===== src/rtl/flap_input_conditioner_pkg.sv =====
// Shared types and constants for the flap push-button conditioner.
package flap_pkg;

    typedef enum logic [1:0] {
        RELEASED,
        PRESS_WAIT,
        PRESSED,
        RELEASE_WAIT
    } flap_state_t;

    localparam int FLAP_CNT_W = 8;

    // Width that holds any value up to the larger of the two cycle counts.
    function automatic int cnt_width(input int debounce_cycles, input int repeat_cycles);
        int largest;
        largest = (debounce_cycles > repeat_cycles) ? debounce_cycles : repeat_cycles;
        return $clog2(largest) + 1;
    endfunction

endpackage


===== src/rtl/flap_input_conditioner_if.sv =====
// Bus between the flap conditioner and its environment: raw key and enable in, clean controls out.
interface flap_input_conditioner_if;
    import flap_pkg::*;

    logic                  key_n;
    logic                  enable;
    logic                  flap;
    logic                  held;
    logic [FLAP_CNT_W-1:0] flap_count;

    modport master (output key_n, output enable, input flap, input held, input flap_count);
    modport slave  (input key_n, input enable, output flap, output held, output flap_count);

endinterface


===== src/rtl/flap_input_conditioner_sync_2ff.sv =====
// Two-flop synchroniser for a single asynchronous level.
module sync_2ff (
    input  logic clk,
    input  logic reset,
    input  logic d,
    output logic q
);

    logic meta;

    always_ff @(posedge clk or posedge reset) begin
        if (reset) begin
            meta <= 1'b0;
            q    <= 1'b0;
        end else begin
            meta <= d;
            q    <= meta;
        end
    end

endmodule


===== src/rtl/flap_input_conditioner.sv =====
// Debounces the active-low flap key and emits one registered flap pulse per accepted press.
// Optional auto-repeat while the key is held is built when FLAP_AUTOREPEAT_EN is defined.
module flap_input_conditioner
    import flap_pkg::*;
#(
    parameter int DEBOUNCE_CYCLES = 16,
    parameter int REPEAT_CYCLES   = 64
) (
    input  logic                     clk,
    input  logic                     reset,
    flap_input_conditioner_if.slave  bus
);

    localparam int               CNT_W    = cnt_width(DEBOUNCE_CYCLES, REPEAT_CYCLES);
    localparam logic [CNT_W-1:0] DEB_LAST = CNT_W'(DEBOUNCE_CYCLES - 1);

    logic                  key_pressed;
    logic                  btn_s;
    flap_state_t           state;
    flap_state_t           next_state;
    logic [CNT_W-1:0]      cnt;
    logic [CNT_W-1:0]      cnt_next;
    logic                  accept;
    logic                  issue;
    logic                  flap_r;
    logic                  held_r;
    logic [FLAP_CNT_W-1:0] count_r;

    assign key_pressed = ~bus.key_n;

    sync_2ff u_sync (
        .clk   (clk),
        .reset (reset),
        .d     (key_pressed),
        .q     (btn_s)
    );

    always_comb begin
        next_state = state;
        cnt_next   = cnt;
        accept     = 1'b0;
        case (state)
            RELEASED: begin
                if (btn_s) begin
                    next_state = PRESS_WAIT;
                    cnt_next   = '0;
                end
            end
            PRESS_WAIT: begin
                if (!btn_s) begin
                    next_state = RELEASED;
                end else if (cnt == DEB_LAST) begin
                    next_state = PRESSED;
                    accept     = 1'b1;
                end else begin
                    cnt_next = cnt + CNT_W'(1);
                end
            end
            PRESSED: begin
                if (!btn_s) begin
                    next_state = RELEASE_WAIT;
                    cnt_next   = '0;
                end
            end
            RELEASE_WAIT: begin
                // A key that comes back during the release window is a bounce, not a new press.
                if (btn_s) begin
                    next_state = PRESSED;
                end else if (cnt == DEB_LAST) begin
                    next_state = RELEASED;
                end else begin
                    cnt_next = cnt + CNT_W'(1);
                end
            end
            default: begin
                next_state = RELEASED;
                cnt_next   = '0;
            end
        endcase
    end

`ifdef FLAP_AUTOREPEAT_EN
    localparam logic [CNT_W-1:0] REP_LAST = CNT_W'(REPEAT_CYCLES - 1);

    logic [CNT_W-1:0] rep_cnt;
    logic [CNT_W-1:0] rep_next;
    logic             repeat_fire;

    // The repeat counter only advances while steadily pressed; a release bounce pauses it.
    always_comb begin
        rep_next    = rep_cnt;
        repeat_fire = 1'b0;
        if (accept) begin
            rep_next = '0;
        end else if (state == PRESSED && btn_s) begin
            if (rep_cnt == REP_LAST) begin
                repeat_fire = 1'b1;
                rep_next    = '0;
            end else begin
                rep_next = rep_cnt + CNT_W'(1);
            end
        end
    end

    always_ff @(posedge clk or posedge reset) begin
        if (reset) begin
            rep_cnt <= '0;
        end else begin
            rep_cnt <= rep_next;
        end
    end

    assign issue = accept | repeat_fire;
`else
    assign issue = accept;
`endif

    always_ff @(posedge clk or posedge reset) begin
        if (reset) begin
            state   <= RELEASED;
            cnt     <= '0;
            flap_r  <= 1'b0;
            held_r  <= 1'b0;
            count_r <= '0;
        end else begin
            state   <= next_state;
            cnt     <= cnt_next;
            flap_r  <= issue & bus.enable;
            held_r  <= (next_state == PRESSED) || (next_state == RELEASE_WAIT);
            if (issue && bus.enable) begin
                count_r <= count_r + FLAP_CNT_W'(1);
            end
        end
    end

    assign bus.flap       = flap_r;
    assign bus.held       = held_r;
    assign bus.flap_count = count_r;

endmodule


===== src/flat_wrapper.sv =====
// flat-port wrapper written by rule: the top's interface ports become plain ports
module flap_input_conditioner_flat import flap_pkg::*;
#(
    parameter int DEBOUNCE_CYCLES = 16,
    parameter int REPEAT_CYCLES   = 64
)
  (clk, reset, bus_key_n, bus_enable, bus_flap, bus_held, bus_flap_count);
  flap_input_conditioner_if bus_i ();
  input  logic clk;
  input  logic reset;
  input wire logic [$bits(bus_i.key_n)-1:0] bus_key_n;
  input wire logic [$bits(bus_i.enable)-1:0] bus_enable;
  output wire logic [$bits(bus_i.flap)-1:0] bus_flap;
  output wire logic [$bits(bus_i.held)-1:0] bus_held;
  output wire logic [$bits(bus_i.flap_count)-1:0] bus_flap_count;
  assign bus_i.key_n = bus_key_n;
  assign bus_i.enable = bus_enable;
  assign bus_flap = bus_i.flap;
  assign bus_held = bus_i.held;
  assign bus_flap_count = bus_i.flap_count;
  flap_input_conditioner #(.DEBOUNCE_CYCLES(DEBOUNCE_CYCLES), .REPEAT_CYCLES(REPEAT_CYCLES)) u_core (.clk(clk), .reset(reset), .bus(bus_i));
endmodule

===== config.mk =====
export PLATFORM = sky130hd
export DESIGN_NAME = flap_input_conditioner_flat
export DESIGN_NICKNAME = d
export VERILOG_FILES = /design/src/rtl/flap_input_conditioner_pkg.sv /design/src/rtl/flap_input_conditioner_if.sv /design/src/rtl/flap_input_conditioner_sync_2ff.sv /design/src/rtl/flap_input_conditioner.sv /design/src/flat_wrapper.sv
export SDC_FILE = /design/constraint.sdc
export NUM_CORES = 1
export LEC_CHECK = 0
export ABC_CLOCK_PERIOD_IN_PS = 2600
export BUFFER_PORTS_ARGS = -buffer_cell sky130_fd_sc_hd__buf_2
export CORE_MARGIN = 2
export CORE_UTILIZATION = 54
export CTS_CLUSTER_SIZE = 24
export DETAILED_ROUTE_END_ITERATION = 8
export GPL_TIMING_DRIVEN = 0
export PLACE_DENSITY_LB_ADDON = 0.12
export SLEW_MARGIN = 20
export SYNTH_ARGS = -nofsm -noshare
export SYNTH_HDL_FRONTEND = slang
export SYNTH_SLANG_ARGS = --single-unit

===== constraint.sdc =====
create_clock -name clk -period 2.6 [get_ports clk]
set_clock_uncertainty 0.05 [all_clocks]
set_input_delay 0.26 -clock clk [delete_from_list [all_inputs] [get_ports clk]]
set_output_delay 0.26 -clock clk [all_outputs]
set_load 0.01 [all_outputs]

# == Word-level counts from Yosys, hierarchy flattened ==
# Index checks and enable logic that the tools add are counted.
# totals
input_bits,4
output_inout_bits,10
reg_bits,21
# op_classes
n_reduce_logical,4
n_bitwise,2
muxes,16
add_sub_neg,2
eq_ne,10
# ops
operator,count
7-bit two-way mux,5
7-bit one-hot mux with 4 select lines,1
2-bit two-way mux,6
8-bit by 1-bit adder with 8-bit output (second input constant),1
2-bit equality test (second input constant),4
2-bit != test (second input constant),4
2-bit one-hot mux with 4 select lines,1
7-bit by 1-bit adder with 7-bit output (second input constant),1
7-bit by 4-bit equality test with 1-bit output (second input constant),1
4-bit AND reduction,1
1-bit two-way mux,3
2-bit by 1-bit equality test with 1-bit output (second input constant),1
2-bit zero test,1
1-bit AND,1
1-bit logical AND,1
1-bit logical OR,1
1-bit NOT,1

# == Logic depth before layout (Yosys ltp) ==
# logic_depth
depth_word,6
ltp_mapped,6
depth_no_buf,6

# == By module ==
# A second synthesis with hierarchy kept.
# unflattened
cells_unflattened,84
hier_area_um2,909.6
# by_module_without_submodules
mod,cells_each,area_per_inst_um2,seq_area_each_um2,n_inst
flap_input_conditioner,81,855.8,450.4,1
sync_2ff,3,53.8,50.0,1

# == Worst setup path after synthesis ==
# No wires, ideal clock.
# synth_path
path_type,register to register
start,reg u_core.cnt[4]
end,reg u_core.count_r[1] (netlist: u_core.bus.flap_count[1])
stages_incl_launch_ff,4
setup_slack_ns,0.720
t_arrival_ns,1.705
synth_period_minus_slack_ns,1.880
setup_time_ns,0.125
path_buffers,0
path_cell_list,dfrtp_1 -> or4b_4 -> nor4_4 -> mux2_2
# synth_via
elab_chain_len,5
# synth_lines
item,line,source
"start, declared",flap_input_conditioner.sv:21,logic [CNT_W-1:0] cnt;
"start signal, assigned",flap_input_conditioner.sv:127,cnt <= cnt_next;
7-bit by 4-bit equality test with 1-bit output,flap_input_conditioner.sv:52,end else if (cnt == DEB_LAST) begin
1-bit two-way mux,flap_input_conditioner.sv:52,
1-bit two-way mux,flap_input_conditioner.sv:50,if (!btn_s) begin
1-bit two-way mux,flap_input_conditioner.sv:42,case (state)
1-bit logical AND,flap_input_conditioner.sv:130,if (issue && bus.enable) begin
"end signal, assigned",flap_input_conditioner.sv:131,count_r <= count_r + FLAP_CNT_W'(1);
"end, declared",flap_input_conditioner.sv:27,logic [FLAP_CNT_W-1:0] count_r;
# Every way passes these cells.
# A chain may end at the register's enable or synchronous reset.

# == Worst setup path in the final report ==
# Ends and elaborated chain as after synthesis.

==> flow_summary.rst <==
.. list-table::
   :header-rows: 1

   * - Metric
     - Value
   * - Share of total power in the clock network
     - 28.2%
   * - Resized Gates After CTS
     - 0
   * - Peak VDD IR
     - 0.0002991 V
   * - Number of vias per cell
     - 5.393
   * - Wirelength per Cell
     - approximately 12 um
   * - Placed insts
     - 118
   * - Synth area leader
     - dfrtp_1
   * - Post-detailed-routing wire length
     - 1517 um
   * - Max Freq
     - approximately 490 MHz
   * - Power density over the cells
     - ~510 nW/um2
   * - Crit Path Category
     - reg2reg
   * - Cell area after layout
     - 1055 um2
   * - Wire length of the first global-routing pass
     - ~2500 um
   * - Skew-Pair Late Insertion Delay
     - 0.29 ns
   * - Final standard cell utilization of the core
     - 62.44%
   * - Unrepaired setup endpoints after global routing
     - no
   * - Worst slack at placement
     - 0.5691 ns
   * - Type of origin of the critical path
     - register
   * - # IOs
     - 14
   * - Type of the tightest min-delay check
     - in2async
   * - Final count of hold timing violations
     - 0
   * - Clock tree from TritonCTS
     - built
   * - Post-synth net total
     - between 90 and 100
   * - Layout overhead on the synthesized area
     - 11.95%
   * - Maximum fanout along the worst path
     - 9
   * - Sequential cell area fraction in the yosys report
     - 55.78%
   * - Vias
     - 658
   * - Cell Rows
     - 15
   * - Data required, critical path
     - 2.74 ns
   * - Clock tree root driver cell
     - clkbuf_4
   * - Hold_buf cts
     - 0
   * - Slew Viols, Final
     - 0
   * - Routability congestion estimate from global placement
     - 0.7536
   * - Relative contribution of sequential cells to total power
     - around 65%
   * - Die W
     - 45.77 um
   * - Internal Pwr Total
     - 411.2 uW
   * - Die Area
     - 2095 um2
   * - Maximum number of pins on one net before global-route repair
     - 22
   * - H-tree levels
     - 1
   * - Detailed-placement wirelength estimate
     - 1098 um
   * - Result of the run
     - completed
   * - Number of cells traversed by the worst register-to-register path
     - 3
   * - Post-synthesis instance total
     - 88
   * - Dominant cell by count in the synthesized netlist
     - dfrtp_1
   * - Number of buffer cells added on primary ports
     - 13
   * - DIE HEIGHT
     - 45.77 um
   * - Count of distinct cell types in the synthesized netlist
     - 25
   * - Number of design rule violations left after detail routing
     - 0
   * - Leakage
     - 0.5433 nW
   * - Worst slew margin relative to its limit
     - approximately 48%
   * - Clock sinks
     - 21
   * - Worst hold slack across all endpoints
     - 0.03698 ns
   * - Antenna-violating nets left
     - 0
   * - Initial antenna violation count
     - 0
   * - GR Util All Layers
     - 16.85%
   * - Top cell types by occurrence after synthesis
     - dfrtp_1, nand2_1, xnor2_1, inv_1, nand3_1
   * - Critical Path AT
     - 2.20 ns
   * - Count of warnings emitted by yosys
     - 0
   * - Area share of the leading cell type in the synthesized netlist
     - 55.78%
   * - Average footprint of a synthesized cell
     - 10.71 um2
   * - Global route total overflow
     - 0
   * - Clock slew seen by the registers of the worst setup and hold paths
     - 0.11 ns
   * - # diodes
     - 0
   * - Initial core utilization
     - 55.78%
   * - Power after layout
     - 536.3 uW
   * - R2r endpoint
     - u_core.bus.flap_count[1]
   * - Fin cells
     - 122
   * - Count of flip-flops with a built-in enable after synthesis
     - 0
   * - Core Region
     - between 1500 and 2000 um2
   * - Ys async rst share
     - 100.0%
   * - Pin slew with the least headroom to its limit
     - 0.7769 ns
   * - Setup slack after layout
     - 0.5388 ns
   * - Yosys reg bits
     - 21
   * - Post-CTS Setup Inserts
     - 0
   * - Period minus WS final
     - 2.061 ns
   * - Switching Power
     - 125.1 uW
   * - Post-synthesis instance area
     - approximately 940 um2
   * - Sw Ratio
     - a little under a quarter
   * - Number of DRC violations after detailed-routing iteration 0
     - 10
   * - Dominant cells by area after synthesis
     - dfrtp_1, xnor2_1, nand2_1, nand3_1, ha_1
   * - Clock Tree Buf Depth
     - 2
   * - Router iterations before antenna repair
     - 5
   * - Area after detailed placement
     - approximately 1000 um2
   * - Count of final setup violators
     - 0
   * - Period Utilization, post-route
     - 79.28%
   * - Register-to-register path setup slack
     - 0.54 ns
   * - Number of global-route vias before repair
     - 583
   * - Critical register-to-register path startpoint
     - u_core.cnt[4]
   * - Kind of capture point of the worst setup path
     - register
   * - Main flop type after synthesis
     - dfrtp_1
   * - Share of power burned in combinational logic
     - 6.5%
   * - Max-cap violation count
     - 0
   * - CTS Buf Count
     - 3
   * - Share of final-layout standard cells stronger than drive strength 1
     - 19.05%
   * - Setup total negative slack
     - 0 ns
   * - Count of nets after finishing
     - 112
[cell type report]
| class | count | area [um2] |
|---|---|---|
| Clock buffer | 4 | 26.28 |
| Inverter | 6 | 22.52 |
| Fill cell | 152 | 634.4 |
| Timing Repair Buffer | 13 | 65.06 |
| Multi-Input combinational cell | 60 | 390.4 |
| Sequential cell | 21 | 525.5 |
| Tap cell | 17 | 21.27 |
| Buffer | 1 | 3.754 |
[layout by cell type (no fill, tap or decap), types with 2 or more instances in the layout]
cell type   n
xnor2_1     7
and3_1      3
o21ai_0     5
buf_2      13
nand3_1     6
a21oi_1     4
nand2_1    13
and4_1      2
inv_1       6
xor2_1      2
nand4_1     2
clkbuf_4    3
nor2_1      2
or3_1       2
clkbuf_1    2
dfrtp_1    21
ha_1        2
[how the worst max path moves through the flow]
stage / from / endpoint / slack [ns] / depth (start not counted)
6_report: u_core.cnt[4] / u_core.bus.flap_count[1] / 0.54 / 3
5_1_grt: u_core.cnt[4] / u_core.bus.flap_count[1] / 0.49 / 3
4_1_cts: u_core.cnt[4] / u_core.bus.flap_count[1] / 0.56 / 3
3_5_place_dp: u_core.cnt[4] / u_core.bus.flap_count[1] / 0.57 / 3
3_3_place_gp: u_core.cnt[4] / u_core.bus.flap_count[1] / 0.61 / 3
2_1_floorplan: u_core.cnt[4] / u_core.bus.flap_count[1] / 0.72 / 3
[logic make-up after synthesis]
kind of cell	count (synthesis)	share of synthesized area (%)
AOI/OAI and AO/OA	12	7.039
DFF	21	55.78
adders and majority gates	2	2.656
and+or+nand+nor	36	22.18
buffers and inverters	7	2.788
xor gates and xnor gates	9	8.367
muxes	1	1.195
[critical path, stage by stage, from the launching register on]
cell	delay, ns
dfrtp_1	0.43
or4b_4	0.57
nor4_4	0.51
mux2_2	0.39
[registers in the layout, indices dropped and copies added, names as in the netlist]
signal,flops
u_core.u_sync.q,1
u_core.cnt,7
u_core.state,2
u_core.u_sync.meta,1
u_core.bus.held,1
u_core.bus.flap_count,8
u_core.bus.flap,1
[power groups by stage]
stage                     Sequential (mW)  Combinational (mW)  Clock (mW)
after floorplan                     0.354              0.0278           0
after global placement              0.356              0.0349           0
after detailed placement            0.356              0.0361           0
after CTS                           0.350              0.0362       0.161
after global routing                0.352              0.0409       0.169
final                               0.350              0.0350       0.151
[layer usage]
metal | GRT usage, % | vias up | part of all wire [%]
met5 | 0 | - | 0
met4 | 6.857 | 0 | 0.79
met3 | 2.381 | 2 | 4.1
met2 | 24.51 | 17 | 43
met1 | 25.26 | 300 | 52
li1 | - | 339 | -
Note: power is estimated with default switching activity, not from simulation.
